<file path="config.mk">
export PLATFORM = sky130hd
export DESIGN_NAME = cmul_arbiter
export DESIGN_NICKNAME = d
export VERILOG_FILES = /design/src/rtl/cmul_arbiter.sv
export SDC_FILE = /design/constraint.sdc
export NUM_CORES = 1
export LEC_CHECK = 0
export BUFFER_PORTS_ARGS = -buffer_cell sky130_fd_sc_hd__buf_4
export CAP_MARGIN = 20
export CORE_MARGIN = 2
export CORE_UTILIZATION = 46
export DETAILED_ROUTE_END_ITERATION = 10
export PLACE_DENSITY = 0.8
export SLEW_MARGIN = 20
export SYNTH_ARGS = -nofsm -noshare
export SYNTH_HDL_FRONTEND = slang
export SYNTH_SLANG_ARGS = --single-unit
export TNS_END_PERCENT = 50
</file>
<file path="constraint.sdc">
create_clock -name clk -period 1.2 [get_ports clk]
set_input_delay 0.12 -clock clk [delete_from_list [all_inputs] [get_ports clk]]
set_output_delay 0.12 -clock clk [all_outputs]
set_load 0.01 [all_outputs]
</file>
<file path="src/rtl/cmul_arbiter.sv">
// cmul_arbiter
// Two-requester arbiter and sequencer in front of a single comp_mul
// complex multiplier. Each cycle at most one operand pair is accepted,
// registered onto the multiplier inputs, and tagged with its requester id.
// The tag travels down a MUL_LAT+1 deep pipeline that lines up with the
// multiplier latency. When the tag reaches the head, the product is routed
// back to the requester that issued it.
//
// Build option: CMUL_ARB_RR_EN
//   defined     -> round-robin arbitration with a 1-bit last-grant pointer
//   not defined -> fixed priority, requester 0 always wins a tie
//
// Handshake: a request transfers on a rising edge where reqN_valid and
// reqN_ready are both high. Ready is a pure function of the two valids,
// the arbitration pointer and reset, and never looks at downstream state.
// Responses are one-cycle strobes with no backpressure.
module cmul_arbiter #(
    parameter int MUL_LAT = 2  // comp_mul latency, legal range 1..8
) (
    input  logic               clk,
    input  logic               rst,

    // requester 0
    input  logic               req0_valid,
    output logic               req0_ready,
    input  logic signed [7:0]  req0_ar,
    input  logic signed [7:0]  req0_ai,
    input  logic signed [7:0]  req0_br,
    input  logic signed [7:0]  req0_bi,

    // requester 1
    input  logic               req1_valid,
    output logic               req1_ready,
    input  logic signed [7:0]  req1_ar,
    input  logic signed [7:0]  req1_ai,
    input  logic signed [7:0]  req1_br,
    input  logic signed [7:0]  req1_bi,

    // comp_mul side
    output logic               mul_en,
    output logic signed [7:0]  mul_ar,
    output logic signed [7:0]  mul_ai,
    output logic signed [7:0]  mul_br,
    output logic signed [7:0]  mul_bi,
    input  logic signed [16:0] mul_or,
    input  logic signed [16:0] mul_oi,

    // responses
    output logic               rsp0_valid,
    output logic signed [16:0] rsp0_r,
    output logic signed [16:0] rsp0_i,
    output logic               rsp1_valid,
    output logic signed [16:0] rsp1_r,
    output logic signed [16:0] rsp1_i,

    output logic               idle
);

    // Stage 0 is loaded on the accept edge; stage MUL_LAT is the head and
    // is valid in the same cycle the multiplier presents that product.
    localparam int TAG_N = MUL_LAT + 1;

    // ------------------------------------------------------------------
    // Declarations
    // ------------------------------------------------------------------
    logic                grant0;
    logic                grant1;
    logic                xfer;
    logic                xfer_id;

    logic [TAG_N-1:0]    tag_vld_q;
    logic [TAG_N-1:0]    tag_vld_d;
    logic [TAG_N-1:0]    tag_id_q;
    logic [TAG_N-1:0]    tag_id_d;
    logic                head_vld;
    logic                head_id;

    logic                mul_en_q;
    logic                mul_en_d;
    logic signed [7:0]   mul_ar_q;
    logic signed [7:0]   mul_ar_d;
    logic signed [7:0]   mul_ai_q;
    logic signed [7:0]   mul_ai_d;
    logic signed [7:0]   mul_br_q;
    logic signed [7:0]   mul_br_d;
    logic signed [7:0]   mul_bi_q;
    logic signed [7:0]   mul_bi_d;

    logic                rsp0_valid_q;
    logic                rsp0_valid_d;
    logic signed [16:0]  rsp0_r_q;
    logic signed [16:0]  rsp0_r_d;
    logic signed [16:0]  rsp0_i_q;
    logic signed [16:0]  rsp0_i_d;
    logic                rsp1_valid_q;
    logic                rsp1_valid_d;
    logic signed [16:0]  rsp1_r_q;
    logic signed [16:0]  rsp1_r_d;
    logic signed [16:0]  rsp1_i_q;
    logic signed [16:0]  rsp1_i_d;

`ifdef CMUL_ARB_RR_EN
    // Id of the most recent grant; the other requester wins the next tie.
    logic                last_q;
    logic                last_d;
`endif

    // ------------------------------------------------------------------
    // Arbitration
    // ------------------------------------------------------------------
    // Combinational grant; nothing is granted while reset is asserted.
    always_comb begin
        grant0 = 1'b0;
        grant1 = 1'b0;
        if (!rst) begin
`ifdef CMUL_ARB_RR_EN
            if (req0_valid && req1_valid) begin
                // Tie: grant whichever requester did not go last.
                grant0 = last_q;
                grant1 = ~last_q;
            end else begin
                grant0 = req0_valid;
                grant1 = req1_valid;
            end
`else
            // Fixed priority: requester 1 only wins when 0 is not asking.
            grant0 = req0_valid;
            grant1 = req1_valid & ~req0_valid;
`endif
        end
    end

    assign req0_ready = grant0;
    assign req1_ready = grant1;
    assign xfer       = grant0 | grant1;
    assign xfer_id    = grant1;

`ifdef CMUL_ARB_RR_EN
    // Pointer follows the granted id on every transfer.
    always_comb begin
        last_d = last_q;
        if (xfer) begin
            last_d = xfer_id;
        end
    end
`endif

    // ------------------------------------------------------------------
    // Tag pipeline
    // ------------------------------------------------------------------
    // Shift tags toward the head; an idle cycle inserts an invalid bubble.
    always_comb begin
        tag_vld_d = {tag_vld_q[TAG_N-2:0], xfer};
        tag_id_d  = {tag_id_q[TAG_N-2:0], xfer & xfer_id};
    end

    assign head_vld = tag_vld_q[TAG_N-1];
    assign head_id  = tag_id_q[TAG_N-1];

    // ------------------------------------------------------------------
    // Multiplier issue
    // ------------------------------------------------------------------
    // Load the granted operands; hold the last operands on idle cycles.
    always_comb begin
        mul_en_d = xfer;
        mul_ar_d = mul_ar_q;
        mul_ai_d = mul_ai_q;
        mul_br_d = mul_br_q;
        mul_bi_d = mul_bi_q;
        if (xfer) begin
            if (xfer_id) begin
                mul_ar_d = req1_ar;
                mul_ai_d = req1_ai;
                mul_br_d = req1_br;
                mul_bi_d = req1_bi;
            end else begin
                mul_ar_d = req0_ar;
                mul_ai_d = req0_ai;
                mul_br_d = req0_br;
                mul_bi_d = req0_bi;
            end
        end
    end

    // ------------------------------------------------------------------
    // Response capture
    // ------------------------------------------------------------------
    // Route the head product to its owner; the other side keeps its data.
    always_comb begin
        rsp0_valid_d = head_vld & ~head_id;
        rsp1_valid_d = head_vld & head_id;
        rsp0_r_d     = rsp0_r_q;
        rsp0_i_d     = rsp0_i_q;
        rsp1_r_d     = rsp1_r_q;
        rsp1_i_d     = rsp1_i_q;
        if (rsp0_valid_d) begin
            rsp0_r_d = mul_or;
            rsp0_i_d = mul_oi;
        end
        if (rsp1_valid_d) begin
            rsp1_r_d = mul_or;
            rsp1_i_d = mul_oi;
        end
    end

    // ------------------------------------------------------------------
    // State registers
    // ------------------------------------------------------------------
    // All state, with synchronous reset discarding every in-flight tag.
    always_ff @(posedge clk) begin
        if (rst) begin
            tag_vld_q    <= '0;
            tag_id_q     <= '0;
            mul_en_q     <= 1'b0;
            mul_ar_q     <= '0;
            mul_ai_q     <= '0;
            mul_br_q     <= '0;
            mul_bi_q     <= '0;
            rsp0_valid_q <= 1'b0;
            rsp0_r_q     <= '0;
            rsp0_i_q     <= '0;
            rsp1_valid_q <= 1'b0;
            rsp1_r_q     <= '0;
            rsp1_i_q     <= '0;
`ifdef CMUL_ARB_RR_EN
            last_q       <= 1'b1;
`endif
        end else begin
            tag_vld_q    <= tag_vld_d;
            tag_id_q     <= tag_id_d;
            mul_en_q     <= mul_en_d;
            mul_ar_q     <= mul_ar_d;
            mul_ai_q     <= mul_ai_d;
            mul_br_q     <= mul_br_d;
            mul_bi_q     <= mul_bi_d;
            rsp0_valid_q <= rsp0_valid_d;
            rsp0_r_q     <= rsp0_r_d;
            rsp0_i_q     <= rsp0_i_d;
            rsp1_valid_q <= rsp1_valid_d;
            rsp1_r_q     <= rsp1_r_d;
            rsp1_i_q     <= rsp1_i_d;
`ifdef CMUL_ARB_RR_EN
            last_q       <= last_d;
`endif
        end
    end

    // ------------------------------------------------------------------
    // Outputs
    // ------------------------------------------------------------------
    assign mul_en     = mul_en_q;
    assign mul_ar     = mul_ar_q;
    assign mul_ai     = mul_ai_q;
    assign mul_br     = mul_br_q;
    assign mul_bi     = mul_bi_q;

    assign rsp0_valid = rsp0_valid_q;
    assign rsp0_r     = rsp0_r_q;
    assign rsp0_i     = rsp0_i_q;
    assign rsp1_valid = rsp1_valid_q;
    assign rsp1_r     = rsp1_r_q;
    assign rsp1_i     = rsp1_i_q;

    // Idle once nothing is in the tag pipeline and no strobe is showing.
    assign idle = ~(|tag_vld_q) & ~rsp0_valid_q & ~rsp1_valid_q;

endmodule

</file>
==> results.rst, run 1 <==
.. list-table::
   :header-rows: 1

   * - Metric
     - Value
   * - Result of the run
     - finished, violations left
   * - Violated checks
     - setup timing
   * - Flip-flop and latch count after synthesis
     - 108
   * - Cell chosen for the clock root
     - sky130_fd_sc_hd__clkbuf_8
   * - Via count
     - 3984
   * - Worst Tran Pin Value
     - 0.357 ns
   * - Sort of element at the start of the critical path
     - register
   * - Setup TNS after final layout
     - -0.336 ns
   * - Worst-case setup margin in the final layout
     - -0.336 ns
   * - Clock-pin slew on the worst setup and hold paths
     - 0.10 ns
   * - Average cell area after synthesis
     - 9.22 µm²
   * - Classification of the worst setup path
     - reg -> out
   * - Post-route non-filler standard cell count
     - 803
   * - Fraction of layout cells with a size suffix above 1
     - 0.396
   * - Number of cell instances on the worst register-to-register path
     - 4
   * - Die Ht
     - 100 µm
   * - Worst EP required
     - 1.08 ns
   * - Leading cell type in the layout, fill and taps excluded
     - sky130_fd_sc_hd__buf_4
   * - XOR/XNOR Fraction of Synth Area
     - 0
   * - Final core utilization
     - 0.711
   * - VDD IR max
     - 0.638 mV
   * - GRT Residual Overflow
     - 0
   * - HPWL after detailed placement
     - 8150 µm
   * - Initial antenna violation count
     - 0
   * - Wire length of the first global-routing pass
     - 18500 µm
   * - Final WL
     - 12200 µm
   * - Number of filler cells placed in the layout
     - 650
   * - Proportion of synthesized chip area in sequential cells
     - 0.510
   * - Final worst path period need
     - 1.54 ns
   * - Synthesized-area fraction occupied by ao, oa, aoi and oai cells
     - 0.0803
   * - Residual DRC
     - 0
   * - Maximum capacitance violations
     - 0
   * - End point of the most critical hold path
     - mul_br[7]$_SDFFE_PP0P_
   * - Worst slew margin relative to its limit
     - 0.762
   * - TritonCTS buffer count
     - 9
   * - Die ar.
     - 0.0100 mm²
   * - Number of global-route vias before repair
     - 3888
   * - Die X-Extent
     - 100 µm
   * - Fraction of synthesized area in multiplexers
     - 0.184
   * - Final clock skew
     - 0.0168 ns
   * - Worst setup slack before clock tree synthesis
     - 0.0310 ns
   * - Cells after Synth
     - 460
   * - Crit-path max FO
     - 2
   * - Critical register-to-register path endpoint
     - rsp0_i[0]$_SDFFE_PP0P_
   * - Number of distinct library cell variants in the gate-level netlist after synthesis
     - 18
   * - Std cell rows
     - 35
   * - Initial core utilization
     - 0.465
   * - Maximum level of the CTS H-tree
     - 3
   * - Hold path startpoint
     - req0_br[7]
   * - Warnings from Yosys
     - 0
   * - Total of endpoints with negative setup slack in the final report
     - 1
   * - Total met3 wirelength after detailed routing
     - 955 µm
   * - Vias per std cell
     - 4.96
   * - Largest net degree at the start of global routing
     - 37
   * - Highest metal layer used by the detailed router
     - met4
   * - Maximum clock path buffer count
     - 2
   * - TritonCTS clock tree
     - built
   * - Minimum setup slack among reg-to-reg paths
     - 0.09 ns
   * - Critical Path Sink Type
     - output port
   * - Placer's final routability congestion estimate
     - 0.816
   * - Area inside the core boundary
     - 0.00911 mm²
   * - Placed instance count
     - 756
   * - Power per Cell Area
     - 1120 mW/mm²
   * - Worst Path Arrival
     - 1.42 ns
   * - Setup repair after global routing missed its margin
     - true
   * - Combinational family with the most area after synthesis
     - multiplexers
   * - Final period util
     - 1.28
   * - Count of input and output buffers
     - 207
   * - Leading cell types in the layout, fill and taps excluded
     - 209 x sky130_fd_sc_hd__buf_4, 137 x sky130_fd_sc_hd__nand2_1, 106 x sky130_fd_sc_hd__dfxtp_1
   * - Number of max-slew violations in the final report
     - 0
   * - Number of clock sinks
     - 108
   * - Final Net Count
     - 789
   * - Highest Clock Rate
     - 651 MHz
   * - DR pass1 iterations
     - 4
   * - Post-Synthesis Cell Area
     - 0.00424 mm²
   * - Worst min path class
     - in -> reg
   * - All-Layer GR Usage
     - 0.232
   * - Routed metal-1 wire length
     - 4960 µm
   * - Mapped Nets
     - 562
   * - Number of antenna repair diodes
     - 0
   * - Routed length on met2
     - 6090 µm
   * - Count of boundary I/O pins
     - 208
   * - Leakage power total
     - 2.96 nW
   * - Latest clock arrival within the worst-skew pair
     - 0.35 ns
   * - Synth Area in Adders
     - 0
   * - Area Growth Syn to Fin
     - 52.8%
   * - Number of DRC violations after detailed-routing iteration 0
     - 133
   * - Beginning of the worst register-to-register path
     - tag_vld_q[2]$_SDFF_PP0_
   * - WL/cell
     - 15.1 µm
   * - Number of failing hold endpoints at the final stage
     - 0
   * - Simple-gate area share of the yosys netlist
     - 0.171
   * - Overall Power
     - 7.23 mW
   * - Antenna-violating nets left
     - 0
   * - Cell depth of the worst hold path
     - 3
-- final cells by class --
class / count / area (µm²) / area share
clock buffers: 10 / 138 / 0.0213
clock inverters: 6 / 71.3 / 0.0110
multi-input cells: 317 / 1870 / 0.288
flip-flops and latches: 108 / 2160 / 0.334
well taps: 111 / 139 / 0.0214
repair buffers: 251 / 2100 / 0.324
-- worst max-delay path, stage by stage, from the launching register on --
cell	delay, ns
sky130_fd_sc_hd__dfxtp_1	0.33
sky130_fd_sc_hd__or4_4	0.55
sky130_fd_sc_hd__nor2_4	0.09
sky130_fd_sc_hd__buf_4	0.12
-- what timing repair did --
item	in CTS	in global routing
endpoints found under the setup margin	1	32
gates cloned	0	1
buffers inserted	0	0
hold buffers	30	0
pin swaps	0	1
endpoints found under the hold margin	34	0
resized for setup	0	8
-- power by group --
part	switching, mW	internal [mW]
Sequential	0.0739	3.71
Clock	1.24	1.05
Combinational	0.463	0.707
Total	1.78	5.46
-- metrics by stage --
stage / area [µm²] / hold WS [ns]
2_1_floorplan: 4240 / 0.256
5_1_grt: 6480 / 0.00288
4_1_cts: 6420 / 0.0000267
3_3_place_gp: 5920 / 0.351
6_report: 6480 / 0.0157
3_5_place_dp: 5920 / 0.361
-- worst max-delay path by stage --
| stage | start | endpoint | cells past startpoint |
|---|---|---|---|
| 6_report | rsp0_valid$_SDFF_PP0_ | idle | 3 |
| 5_1_grt | rsp0_valid$_SDFF_PP0_ | idle | 3 |
| 4_1_cts | tag_vld_q[1]$_SDFF_PP0_ | idle | 3 |
| 3_5_place_dp | tag_vld_q[1]$_SDFF_PP0_ | idle | 3 |
| 3_3_place_gp | tag_vld_q[1]$_SDFF_PP0_ | idle | 3 |
| 2_1_floorplan | tag_vld_q[0]$_SDFF_PP0_ | idle | 2 |
-- Yosys cell counts --
cell type,n,share of area
sky130_fd_sc_hd__mux2_2,5,0.013
sky130_fd_sc_hd__and2_1,1,0.0015
sky130_fd_sc_hd__nor2b_1,6,0.0089
sky130_fd_sc_hd__buf_1,1,0.00088
sky130_fd_sc_hd__nor3b_1,2,0.0035
sky130_fd_sc_hd__nor2_1,37,0.033
sky130_fd_sc_hd__buf_2,10,0.012
sky130_fd_sc_hd__clkbuf_1,10,0.0089
sky130_fd_sc_hd__mux2_4,27,0.096
sky130_fd_sc_hd__dfxtp_1,108,0.51
sky130_fd_sc_hd__or4_1,1,0.0018
sky130_fd_sc_hd__mux2i_1,32,0.076
sky130_fd_sc_hd__nand2b_1,1,0.0015
sky130_fd_sc_hd__buf_12,2,0.0094
sky130_fd_sc_hd__buf_4,10,0.018
sky130_fd_sc_hd__buf_6,2,0.0053
sky130_fd_sc_hd__a21oi_1,68,0.080
sky130_fd_sc_hd__nand2_1,137,0.12
-- metal layers --
layer,global-route usage,vias to the layer above
met4,0.0622,0
li1,-,1952
met3,0.0585,13
met5,0,-
met1,0.271,1840
met2,0.422,179
-- cells by family (layout without fill, tap and decap cells) --
kind of cell           count (synthesis)  after routing
multiplexers                          64             64
AO/OA/AOI/OAI                         68             68
buffers and inverters                 35            267
AND/OR/NAND/NOR                      185            185
flip-flops                           108            108
-- registers in the layout, indices dropped and copies added, names as in the netlist --
register / count
mul_br: 8
rsp1_i: 17
tag_vld_q: 3
rsp1_valid: 1
rsp0_valid: 1
mul_bi: 8
mul_ai: 8
rsp1_r: 17
mul_ar: 8
rsp0_r: 17
rsp0_i: 17
tag_id_q: 3
(Power assumes the default switching activity.)
==> inputs of run 2 (changes only) <==
--- a/config.mk
+++ b/config.mk
@@ -7,11 +7,11 @@
 export LEC_CHECK = 0
 export BUFFER_PORTS_ARGS = -buffer_cell sky130_fd_sc_hd__buf_4
 export CAP_MARGIN = 20
+export CORE_ASPECT_RATIO = 0.6
 export CORE_MARGIN = 2
 export CORE_UTILIZATION = 46
 export DETAILED_ROUTE_END_ITERATION = 10
 export PLACE_DENSITY = 0.8
-export SLEW_MARGIN = 20
 export SYNTH_ARGS = -nofsm -noshare
 export SYNTH_HDL_FRONTEND = slang
 export SYNTH_SLANG_ARGS = --single-unit
==> results.rst, run 2 (same netlist as run 1, synthesis figures left out) <==
.. list-table::
   :header-rows: 1

   * - Metric
     - Value
   * - Clock share of power
     - 0.380 (+0.064)
   * - Number of max-slew violations in the final report
     - 0 (unchanged)
   * - Combined flip-flop and latch cell area
     - 0.00217 mm² (about the same)
   * - Std cell rows
     - 27 (-23%)
   * - Setup fix buffers added after clock tree synthesis
     - 0 (unchanged)
   * - Worst Tran Pin Value
     - 0.319 ns (-0.0383 ns)
   * - WL/cell
     - 15.1 µm (-0.17%)
   * - Area inside the core boundary
     - 0.00905 mm² (-0.60%)
   * - Number of global-route vias before repair
     - 3811 (-2.0%)
   * - Worst Path Arrival
     - 1.41 ns (about the same)
   * - Worst min path class
     - in -> reg
   * - TritonCTS clock tree
     - built
   * - Latest clock arrival within the worst-skew pair
     - 0.34 ns (about the same)
   * - Violated checks
     - setup timing
   * - CP Cell Sequence
     - or4_4 > nor2_4 > buf_6
   * - Seq pwr share
     - 0.483 (-0.039)
   * - Final clock skew
     - 0.00425 ns (-0.0126 ns)
   * - Via count
     - 3836 (-3.7%)
   * - Result of the run
     - finished, violations left
   * - Maximum clock path buffer count
     - 2 (unchanged)
   * - Die Ht
     - 78.4 µm (-22%)
   * - Highest Clock Rate
     - 652 MHz (+0.15%)
   * - Initial antenna violation count
     - 0 (unchanged)
   * - Number of clock sinks
     - 108 (unchanged)
   * - Die X-Extent
     - 128 µm (+28%)
   * - Kind of cell with the highest combined delay on the critical path
     - simple AND/OR/NAND/NOR gates
   * - Leading cell type in the layout, fill and taps excluded
     - sky130_fd_sc_hd__buf_4
   * - Setup repair after global routing missed its margin
     - true
   * - Worst EP required
     - 1.08 ns (about the same)
   * - Area of the multi-input gates
     - 0.00187 mm² (unchanged)
   * - Critical Path Sink Type
     - output port
   * - Wire length of the first global-routing pass
     - 18500 µm (about the same)
   * - TritonCTS buffer count
     - 9 (unchanged)
   * - Vias per std cell
     - 4.94 (-0.49%)
   * - Fraction of layout cells with a size suffix above 1
     - 0.415 (+0.0186)
   * - Net switching power
     - 1.75 mW (-1.3%)
   * - Total of endpoints with negative setup slack in the final report
     - 1 (unchanged)
   * - Net Sw Frac
     - 0.224 (-0.0212)
   * - Count of boundary I/O pins
     - 208 (unchanged)
   * - CP max stage delay
     - 0.53 ns (-0.02 ns)
   * - Worst slew margin relative to its limit
     - 0.788 (+0.0255)
   * - Placer's final routability congestion estimate
     - 0.758 (-7.1%)
   * - Final WL
     - 11700 µm (-3.4%)
   * - VDD IR max
     - 1.09 mV (+71%)
   * - Number of antenna repair diodes
     - 0 (unchanged)
   * - Final period util
     - 1.28 (-0.00195)
   * - Final Net Count
     - 759 (-3.8%)
   * - Sort of element at the start of the critical path
     - register
   * - Number of filler cells placed in the layout
     - 716 (+10%)
   * - Final core utilization
     - 0.692 (-0.0189)
   * - Crit-path max FO
     - 2 (unchanged)
   * - Crit path buffers/inverters
     - 1 (unchanged)
   * - Count of hold buffers inserted by post-cts repair
     - 0 (-100%)
   * - DR pass1 iterations
     - 4 (unchanged)
   * - Area Growth Syn to Fin
     - 47.8%
   * - Worst hold slack
     - 0.0161 ns (+0.000443 ns)
   * - Maximum capacitance violations
     - 0 (unchanged)
   * - Largest net degree at the start of global routing
     - 36 (-2.7%)
   * - Classification of the worst setup path
     - reg -> out
   * - Master of the slowest instance on the critical path
     - sky130_fd_sc_hd__or4_4
   * - Antenna-violating nets left
     - 0 (unchanged)
   * - Cell chosen for the clock root
     - sky130_fd_sc_hd__clkbuf_16
   * - Power per Cell Area
     - 1250 mW/mm² (+12%)
   * - All-Layer GR Usage
     - 0.232 (about the same)
   * - Residual DRC
     - 0 (unchanged)
   * - Leakage power total
     - 2.88 nW (-2.8%)
   * - Portion of total power attributed to combinational logic
     - 0.137 (-0.025)
   * - GRT Residual Overflow
     - 0 (unchanged)
   * - Final worst path period need
     - 1.53 ns (-0.00234 ns)
   * - Worst-case setup margin in the final layout
     - -0.334 ns (+0.00234 ns)
   * - Maximum level of the CTS H-tree
     - 3 (unchanged)
   * - Die ar.
     - 0.0100 mm² (+0.26%)
   * - Count of input and output buffers
     - 207 (unchanged)
   * - HPWL after detailed placement
     - 8640 µm (+6.1%)
   * - Clock-pin slew on the worst setup and hold paths
     - 0.07 ns (-0.03 ns)
   * - Leading cell types in the layout, fill and taps excluded
     - 209 x sky130_fd_sc_hd__buf_4, 137 x sky130_fd_sc_hd__nand2_1, 105 x sky130_fd_sc_hd__dfxtp_1
   * - Int Power
     - 6.06 mW (+11%)
   * - Number of failing hold endpoints at the final stage
     - 0 (unchanged)
   * - Initial core utilization
     - 0.468 (+0.00283)
   * - Number of DRC violations after detailed-routing iteration 0
     - 142 (+6.8%)
==> run 2: changes by cell type in the layout (fill, tap and decap cells not counted), sizes merged <==
| cell | before | now |
|---|---|---|
| buf | 220 | 221 |
| dlygate4sd3 | 30 | 0 |
| clkinv | 2 | 3 |
| clkinvlp | 1 | 0 |
| inv | 2 | 0 |
==> run 2: path summary, 6_finish.rpt <==
path	start	endpoint	slack (ns)	depth (start not counted)
max reg2reg	tag_vld_q[2]$_SDFF_PP0_	rsp1_i[8]$_SDFFE_PP0P_	0.12	4
min	req0_br[4]	mul_br[4]$_SDFFE_PP0P_	0.02	3
max	tag_vld_q[1]$_SDFF_PP0_	idle	-0.33	3
min reg2reg	tag_id_q[1]$_SDFF_PP0_	tag_id_q[2]$_SDFF_PP0_	0.45	1
==> run 2: power by group through the flow <==
stage | clock network, mW | logic, mW | registers [mW]
detailed placement | 0 | 1.06 | 3.85
global placement | 0 | 1.03 | 3.85
floorplan | 0 | 0.455 | 3.90
global route | 3.19 | 1.14 | 3.79
CTS | 3.04 | 1.06 | 3.77
finish | 2.97 | 1.07 | 3.78
==> run 2: stage by stage <==
stage               setup WS (ns)  power (mW)  instance area (µm²)  cells  setup TNS (ns)
floorplan                  0.0893        4.35                 4240    460               0
global placement           0.0420        4.88                 5930    762               0
detailed placement         0.0363        4.91                 5930    762               0
CTS                        -0.334        7.87                 6230    777          -0.334
global route               -0.377        8.12                 6270    777          -0.377
finish                     -0.334        7.81                 6270    777          -0.334
==> run 2: layer usage <==
metal	routed length, µm	global-route usage
met1	5020	0.282
met5	0	0
met3	841	0.0770
met2	5760	0.397
met4	121	0.0615
==> run 2: final cells by class <==
type,instances,area share
Tap cell,116,0.0232
Timing Repair Buffer,221,0.285
Multi-Input combinational cell,317,0.298
Clock buffer,11,0.0403
Sequential cell,108,0.346
Clock inverter,4,0.00779
==> run 2: what timing repair did <==
item	4_1_cts	5_1_grt
gates resized for setup	0	11
pin swaps	0	1
setup endpoints to repair	1	17
==> run 2: tightest hold or removal path, stage by stage <==
cell and delay (ns):
sky130_fd_sc_hd__buf_4 0.08, sky130_fd_sc_hd__mux2i_1 0.05, sky130_fd_sc_hd__nor2_1 0.07
